`src/rtl/fcpu_loader.sv`:
```
// rtl/fcpu_loader.sv - serial boot loader: length-prefixed big-endian image into code RAM, then rx pass-through to core
module fcpu_loader #(
  parameter int CRAM_ADDR_W = 10,
  parameter int DATA_W      = 32
) (
  input  logic                   clk,
  input  logic                   nrst,
  input  logic [7:0]             rx_data,
  input  logic                   rx_valid,
  output logic                   rx_ready,
  output logic [7:0]             core_i_data,
  output logic                   core_i_valid,
  input  logic                   core_i_ready,
  output logic                   wr_en,
  output logic [CRAM_ADDR_W-1:0] wr_addr,
  output logic [DATA_W-1:0]      wr_data,
  output logic                   core_run,
  input  logic                   boot_req,
  output logic                   load_err
);

  typedef enum logic [1:0] {LEN_HI, LEN_LO, WORD, RUN} state_t;

  state_t                 state_q, state_d;
  logic [15:0]            len_q;
  logic [1:0]             byte_cnt_q;
  logic [CRAM_ADDR_W:0]   idx_q;
  logic [23:0]            shift_q;
  logic                   boot_pend_q;
  logic [15:0]            len_next;

  assign len_next = {len_q[15:8], rx_data};

  always_ff @(posedge clk or negedge nrst) begin
    if (!nrst) state_q <= LEN_HI;
    else       state_q <= state_d;
  end

  // Core sees the rx stream only once core_run is up; the RUN cycle before that is a dead cycle.
  always_comb begin
    state_d      = state_q;
    rx_ready     = 1'b0;
    core_i_valid = 1'b0;
    core_i_data  = 8'h00;
    case (state_q)
      LEN_HI: begin
        rx_ready = 1'b1;
        if (rx_valid) state_d = LEN_LO;
      end
      LEN_LO: begin
        rx_ready = 1'b1;
        if (rx_valid) state_d = (len_next == 16'd0) ? RUN : WORD;
      end
      WORD: begin
        rx_ready = 1'b1;
        if (rx_valid && byte_cnt_q == 2'd3 && len_q == 16'd1) state_d = RUN;
      end
      RUN: begin
        if (core_run) begin
          rx_ready     = core_i_ready;
          core_i_valid = rx_valid;
          core_i_data  = rx_data;
        end else if (boot_pend_q) begin
          state_d = LEN_HI;
        end
      end
      default: state_d = LEN_HI;
    endcase
  end

  always_ff @(posedge clk or negedge nrst) begin
    if (!nrst) begin
      len_q       <= '0;
      byte_cnt_q  <= '0;
      idx_q       <= '0;
      shift_q     <= '0;
      boot_pend_q <= 1'b0;
      wr_en       <= 1'b0;
      wr_addr     <= '0;
      wr_data     <= '0;
      core_run    <= 1'b0;
      load_err    <= 1'b0;
    end else begin
      wr_en <= 1'b0;
      case (state_q)
        LEN_HI: if (rx_valid) len_q[15:8] <= rx_data;
        LEN_LO: if (rx_valid) begin
          len_q[7:0] <= rx_data;
          if (len_next == 16'd0) core_run <= 1'b1;
        end
        WORD: if (rx_valid) begin
          shift_q    <= {shift_q[15:0], rx_data};
          byte_cnt_q <= byte_cnt_q + 2'd1;
          if (byte_cnt_q == 2'd3) begin
            len_q <= len_q - 16'd1;
            // Index saturates at the RAM depth so words past the end are dropped, never wrapped.
            if (!idx_q[CRAM_ADDR_W]) begin
              wr_en   <= 1'b1;
              wr_addr <= idx_q[CRAM_ADDR_W-1:0];
              wr_data <= {shift_q, rx_data};
              idx_q   <= idx_q + {{CRAM_ADDR_W{1'b0}}, 1'b1};
            end else begin
              load_err <= 1'b1;
            end
          end
        end
        RUN: begin
          if (core_run) begin
            if (boot_req) begin
              core_run    <= 1'b0;
              boot_pend_q <= 1'b1;
              len_q       <= '0;
              byte_cnt_q  <= '0;
              idx_q       <= '0;
              shift_q     <= '0;
              load_err    <= 1'b0;
            end
          end else if (boot_pend_q) begin
            boot_pend_q <= 1'b0;
          end else begin
            core_run <= 1'b1;
          end
        end
        default: ;
      endcase
    end
  end

endmodule

```
`config.mk`:
```
export PLATFORM = sky130hd
export DESIGN_NAME = fcpu_loader
export DESIGN_NICKNAME = d
export VERILOG_FILES = /design/src/rtl/fcpu_loader.sv
export SDC_FILE = /design/constraint.sdc
export NUM_CORES = 1
export LEC_CHECK = 0
export ABC_AREA = 1
export CORE_ASPECT_RATIO = 1.4
export CORE_MARGIN = 5
export CORE_UTILIZATION = 54
export DETAILED_ROUTE_END_ITERATION = 6
export PLACE_DENSITY = 0.86
export RECOVER_POWER = 100
export SYNTH_ARGS = -nofsm -noshare
export SYNTH_HDL_FRONTEND = slang
export SYNTH_SLANG_ARGS = --single-unit
```
`constraint.sdc`:
```
create_clock -name clk -period 2 [get_ports clk]
set_input_delay 0.4 -clock clk [delete_from_list [all_inputs] [get_ports clk]]
set_output_delay 0.4 -clock clk [all_outputs]
set_load 0.01 [all_outputs]
```
==> qor.csv, run 1 <==
stage,metric,value,unit
place,IO buf count,67,
timing,worst-margin pin slew,0.869,ns
place,detailed placer's ending HPWL,8.43,mm
clocking,Clk Tree Root Cell,sky130_fd_sc_hd__clkbuf_16,
timing,post-route clock period utilization,97.5,%
power_and_ir_drop,total chip power,9.72,mW
global_route,wire length of the first global-routing pass,19.9,mm
timing,maximum clock frequency,0.513,GHz
clocking,Max H-tree Level,3,
synthesis,sequential cell area fraction in the yosys report,53.4,%
synthesis,post-synthesis instance area,0.00474,mm2
global_route,pin count of the biggest net entering global routing,60,
timing,final setup TNS,0,ns
timing,maximum clock skew at final layout,0.00758,ns
global_route,grt ovf,0,
final_layout,"leading cell types in the layout, fill and taps excluded","sky130_fd_sc_hd__nand2_1 (134), sky130_fd_sc_hd__dfrtp_1 (101), sky130_fd_sc_hd__inv_1 (78), sky130_fd_sc_hd__nor2_1 (70), sky130_fd_sc_hd__o21ai_0 (67)",
floorplanning,Core Rows,40,
worst_setup_path,reg2reg path depth,11,
worst_setup_path,register-to-register setup slack,0.05,ns
routing,total routed wirelength,11.8,mm
final_layout,Layout Nets,699,
final_layout,Final Core Density,71.5,%
clocking,number of buffers inserted during clock tree synthesis,9,
routing,via density per instance,5.40,
clocking,cts-stage hold buffer count,0,
routing,DRC viols,0,
clocking,clock insertion delay at the later pin of the skew report,0.35,ns
timing,total of endpoints with negative setup slack in the final report,0,
worst_setup_path,Worst Setup Path Type,reg -> reg,
timing,Final Max Slew Viols,0,
floorplanning,effective utilization at floorplan,55.3,%
global_route,all-layer global routing usage,23.6,%
final_layout,number of fill cells in the layout,638,
timing,minimum clock period after layout,1.95,ns
floorplanning,die extent in x,89.1,um
timing,max-slew headroom at the worst pin,42.1,%
routing,via count,4252,
floorplanning,overall die area,0.0108,mm2
worst_setup_path,crit-path max FO,9,
final_layout,share of cells above drive strength 1,10.3,%
worst_setup_path,startpoint of the most critical setup path,state_q[0],
floorplanning,height of the die,121,um
power_and_ir_drop,leakage component of the power,3.09,nW
worst_setup_path,endpoint of the most critical setup path,idx_q[8],
synthesis,Post-Synthesis Cells,579,
clocking,"CTS clk-pin slew, worst paths",0.07,ns
power_and_ir_drop,Power per Cell Area,1590,mW/mm2
synthesis,total of flip-flops plus latches after synthesis,101,
flow_run,max cap viols,0,
synthesis,number of synthesis warnings,0,
global_route,number of antenna violations at the first check in global routing,0,
routing,drt first-iter violations,254,
synthesis,count of different cell masters after synthesis,29,
timing,"Worst Setup Slack, final",0.0498,ns
clocking,CTS tree,done,
floorplanning,core region area,0.00856,mm2
routing,post-route ant nets,0,
status,run status,"finished, final reports clean",
final_layout,diode count,0,
worst_setup_path,required time at the worst-slack endpoint,2.29,ns
worst_setup_path,element type at the critical path start,flop,
place,routability-driven placement congestion ratio,0.912,
timing,count of final hold-check violations,0,
global_route,via count of the first global-routing pass,4377,
worst_setup_path,startpoint of the most critical register-to-register path,state_q[0],
final_layout,most common library cell in the layout ignoring fill and taps,sky130_fd_sc_hd__nand2_1,
synthesis,mean cell area of the mapped netlist,8.18,um2
worst_setup_path,Worst Setup End Kind,flop,
worst_setup_path,RR Endpoint,idx_q[8],
routing,TritonRoute pass-1 iters,5,
clocking,maximum clock path buffer count,2,
clocking,Clock Sinks,101,
synthesis,Synthesized Nets,601,
final_layout,Layout Area Growth over Synthesis,29.2,%
worst_setup_path,data arrival time of the worst path,2.24,ns
worst_hold_path,classification of the worst-slack hold path,in -> async,
routing,Wirelength per Cell,15.0,um
power_and_ir_drop,Max IR drop VDD,829,uV
place,worst setup slack after placement,-0.0533,ns
floorplanning,num ports,68,
cells by family after synthesis:
group / count (synthesis) / synth area share [%]
XOR/XNOR: 1 / 0.185
buffers and inverters: 100 / 8.59
AO/OA/AOI/OAI: 118 / 13.5
AND/OR/NAND/NOR: 250 / 22.0
adder cells (fa/ha/maj): 9 / 2.38
flip-flops: 101 / 53.4
flip-flops by register name, summed over array words and instances (netlist names):
name and count:
wr_data 32, core_run 1, load_err 1, wr_en 1, boot_pend_q 1, len_q 16, shift_q 24, wr_addr 10
byte_cnt_q 2, state_q 2, idx_q 11
worst min path at each step:
stage	startpoint	to	slack (ns)	cells past startpoint
detailed placement	nrst	state_q[1]	0.38	1
floorplan	nrst	boot_pend_q	0.10	0
global route	nrst	len_q[6]	0.22	1
finish	nrst	state_q[1]	0.15	1
global placement	nrst	state_q[1]	0.38	1
CTS	nrst	len_q[6]	0.007	1
cell usage after synthesis (all sizes together):
cell type / count / share of area (%)
ha: 9 / 2.4
xnor2: 1 / 0.18
o22ai: 22 / 2.9
nand4: 2 / 0.40
buf: 10 / 1.5
o31ai: 1 / 0.16
o21a: 2 / 0.32
nand2: 139 / 12
dfrtp: 101 / 53
a22oi: 3 / 0.48
clkbuf: 8 / 0.63
o211ai: 1 / 0.16
a21oi: 20 / 2.2
nor3: 5 / 0.77
inv: 82 / 6.5
nor2: 74 / 6.1
nand3: 30 / 3.2
o21ai: 69 / 7.3
area by class of cell:
class	count	area [um2]	area share, %
timing repair buffer	105	966	15.8
clock inverter	7	120	1.96
clock buffer	9	225	3.68
tap	105	131	2.15
sequential	101	2530	41.3
multi-input combinational	378	1840	30.0
inverter	82	310	5.07
layer usage:
metal	vias up	wire length [um]	track usage (%)
met3	33	632	3.34
li1	2053	-	-
met2	141	6100	39.3
met4	0	383	12.5
met1	2025	4700	28.8
met5	-	0	0
through the flow:
| step | hold slack (ns) | instance area, um2 | std cells |
|---|---|---|---|
| floorplan | 0.104 | 4740 | 579 |
| global placement | 0.379 | 5730 | 765 |
| detailed placement | 0.384 | 5730 | 765 |
| CTS | 0.00650 | 6090 | 782 |
| global route | 0.224 | 6120 | 787 |
| finish | 0.145 | 6120 | 787 |
report_power, final:
group | total (mW) | internal [mW] | switching [mW] | leakage [nW]
Combinational | 4.42 | 1.81 | 2.61 | 1.60
Sequential | 3.29 | 2.83 | 0.466 | 1.32
Clock | 2.01 | 1.23 | 0.782 | 0.166
Total | 9.72 | 5.86 | 3.86 | 3.09
critical path: stages, from the launching register on:
cell and delay, ns:
sky130_fd_sc_hd__dfrtp_1 0.40, sky130_fd_sc_hd__buf_4 0.16, sky130_fd_sc_hd__inv_1 0.12, sky130_fd_sc_hd__ha_2 0.24, sky130_fd_sc_hd__inv_4 0.09, sky130_fd_sc_hd__nand2_8 0.11
sky130_fd_sc_hd__nand2_4 0.09, sky130_fd_sc_hd__nor2_4 0.21, sky130_fd_sc_hd__nand2_2 0.15, sky130_fd_sc_hd__o21ai_1 0.18, sky130_fd_sc_hd__nand2_1 0.08, sky130_fd_sc_hd__inv_1 0.05
timing repair:
item | in CTS | in global routing
pin swaps | 0 | 2
gates resized for setup | 14 | 10
buffers inserted | 1 | 5
endpoints found under the setup margin | 10 | 69
(Power assumes the default switching activity.)
==> inputs of run 2 (changes only) <==
--- a/config.mk
+++ b/config.mk
@@ -10,6 +10,7 @@
 export CORE_MARGIN = 5
 export CORE_UTILIZATION = 54
 export DETAILED_ROUTE_END_ITERATION = 6
+export MAX_ROUTING_LAYER = met4
 export PLACE_DENSITY = 0.86
 export RECOVER_POWER = 100
 export SYNTH_ARGS = -nofsm -noshare
==> constraint.sdc (replaced) <==
create_clock -name clk -period 1.8 [get_ports clk]
set_input_delay 0.36 -clock clk [delete_from_list [all_inputs] [get_ports clk]]
set_output_delay 0.36 -clock clk [all_outputs]
set_load 0.01 [all_outputs]
==> qor.csv, run 2 (synthesis results as in run 1) <==
stage,metric,value,unit
global_route,all-layer global routing usage,23.2,%
place,IO buf count,67,
floorplanning,overall die area,0.0108,mm2
place,routability-driven placement congestion ratio,0.918,
final_layout,"leading cell types in the layout, fill and taps excluded","sky130_fd_sc_hd__nand2_1 (132), sky130_fd_sc_hd__dfrtp_1 (101), sky130_fd_sc_hd__inv_1 (77), sky130_fd_sc_hd__nor2_1 (68), sky130_fd_sc_hd__o21ai_0 (68)",
final_layout,number of fill cells in the layout,609,
timing,count of final hold-check violations,0,
timing,final setup TNS,0,ns
power_and_ir_drop,leakage component of the power,2.93,nW
worst_setup_path,register-to-register setup slack,0.06,ns
floorplanning,num ports,68,
clocking,Clk Tree Root Cell,sky130_fd_sc_hd__clkbuf_16,
timing,minimum clock period after layout,1.76,ns
clocking,clock insertion delay at the later pin of the skew report,0.34,ns
final_layout,Layout Nets,701,
timing,maximum clock skew at final layout,0.00447,ns
power_and_ir_drop,proportion of power drawn by flip-flops and latches,34.3,%
timing,total of endpoints with negative setup slack in the final report,0,
worst_setup_path,data arrival time of the worst path,1.40,ns
routing,via density per instance,5.37,
worst_setup_path,Worst Setup End Kind,primary output,
routing,total routed wirelength,11.6,mm
power_and_ir_drop,cell-internal power,6.44,mW
clocking,"CTS clk-pin slew, worst paths",0.06,ns
global_route,via count of the first global-routing pass,4128,
floorplanning,height of the die,121,um
floorplanning,die extent in x,89.1,um
global_route,pin count of the biggest net entering global routing,68,
power_and_ir_drop,Switch Pwr,4.35,mW
power_and_ir_drop,clock network fraction of design power,16.7,%
power_and_ir_drop,Power per Cell Area,1760,mW/mm2
clocking,number of buffers inserted during clock tree synthesis,9,
worst_setup_path,crit-path max FO,7,
clocking,Clock Sinks,101,
global_route,number of antenna violations at the first check in global routing,0,
place,detailed placer's ending HPWL,8.19,mm
place,Area after DPL,0.00579,mm2
power_and_ir_drop,Comb pwr share,49.0,%
floorplanning,core region area,0.00856,mm2
clocking,maximum clock path buffer count,2,
status,run status,"finished, final reports clean",
worst_setup_path,Worst Setup Path Type,reg -> out,
final_layout,leading registers by flop count,"wr_data (32), shift_q (24), len_q (16)",
floorplanning,Core Rows,40,
final_layout,Largest Register,wr_data,
timing,maximum clock frequency,0.569,GHz
worst_setup_path,element type at the critical path start,flop,
flow_run,max cap viols,0,
final_layout,most common library cell in the layout ignoring fill and taps,sky130_fd_sc_hd__nand2_1,
worst_setup_path,required time at the worst-slack endpoint,1.44,ns
routing,post-route ant nets,0,
timing,max-slew headroom at the worst pin,46.3,%
timing,worst-margin pin slew,0.805,ns
timing,Final Max Slew Viols,0,
clocking,CTS tree,done,
final_layout,final cell area excluding filler cells,0.00613,mm2
routing,DRC viols,0,
worst_hold_path,classification of the worst-slack hold path,in -> async,
floorplanning,effective utilization at floorplan,55.3,%
place,worst setup slack after placement,-0.179,ns
timing,"Worst Setup Slack, final",0.0429,ns
clocking,Max H-tree Level,3,
global_route,wire length of the first global-routing pass,19.2,mm
final_layout,share of cells above drive strength 1,12.6,%
routing,drt first-iter violations,324,
routing,Wirelength per Cell,14.7,um
routing,via count,4232,
final_layout,Layout Area Growth over Synthesis,29.4,%
power_and_ir_drop,Max IR drop VDD,1000,uV
final_layout,max reg flops,32,
final_layout,diode count,0,
power_and_ir_drop,switching part of the total,40.3,%
timing,post-route clock period utilization,97.6,%
global_route,grt ovf,0,
routing,TritonRoute pass-1 iters,5,
[run 2: cell types whose count changed in the layout (fill, tap and decap cells not counted), moves of 3 or more]
cell	delta
sky130_fd_sc_hd__dlygate4sd2_1	-10
sky130_fd_sc_hd__clkdlybuf4s50_1	+44
sky130_fd_sc_hd__dlygate4sd3_1	-43
sky130_fd_sc_hd__buf_12	+4
sky130_fd_sc_hd__nand2_2	+3
sky130_fd_sc_hd__buf_2	+9
sky130_fd_sc_hd__bufinv_16	-3
[run 2: path summary, 6_finish.rpt]
kind,end,startpoint,cells past startpoint
worst max-delay path,core_run,core_run,2
worst min-delay path,state_q[0],nrst,2
worst max register to register,shift_q[17],state_q[0],9
worst min register to register,wr_data[26],wr_data[26],2
max in group asynchronous,len_q[9],nrst,3
min in group clk,wr_data[26],wr_data[26],2
[run 2: repair_timing]
action,4_1_cts,5_1_grt
pin swaps,1,3
endpoints found under the setup margin,37,79
buffers inserted,0,2
resized for setup,43,17
hold endpoints to repair,3,0
hold buffers,1,0
[run 2: per-stage QoR]
step	cells	hold WS (ns)	total power, mW	utilization [%]
final	788	0.415	10.8	71.6
after global routing	788	0.437	11.6	71.6
after CTS	786	0.353	10.6	70.6
after detailed placement	770	0.169	8.71	67.7
after global placement	770	0.170	8.44	67.7
after floorplan	579	0.0644	6.59	-
[run 2: layer usage]
metal / global-route usage, % / share of wire, %
met4: 8.85 / 2.2
met2: 38.5 / 52
met1: 28.2 / 41
met5: - / 0
met3: 3.61 / 4.8
[run 2: critical path, stage by stage, from the launching register on]
cell and delay [ns]:
sky130_fd_sc_hd__dfrtp_1 0.37, sky130_fd_sc_hd__buf_4 0.15, sky130_fd_sc_hd__clkdlybuf4s50_1 0.54
[run 2: power by group through the flow]
stage | Sequential [mW] | Clock (mW) | Combinational [mW]
4_1_cts | 3.68 | 1.82 | 5.05
2_1_floorplan | 3.77 | 0 | 2.82
3_5_place_dp | 3.70 | 0 | 5.01
3_3_place_gp | 3.65 | 0 | 4.80
5_1_grt | 3.79 | 1.91 | 5.91
6_report | 3.70 | 1.80 | 5.28
[run 2: final cells by class]
type	instances	area, um2	area share [%]
sequential	101	2530	41.3
multi-input combinational	378	1870	30.6
timing repair buffer	107	1010	16.5
inverter	82	315	5.15
clock buffer	12	246	4.02
tap	105	131	2.14
clock inverter	3	22.5	0.368
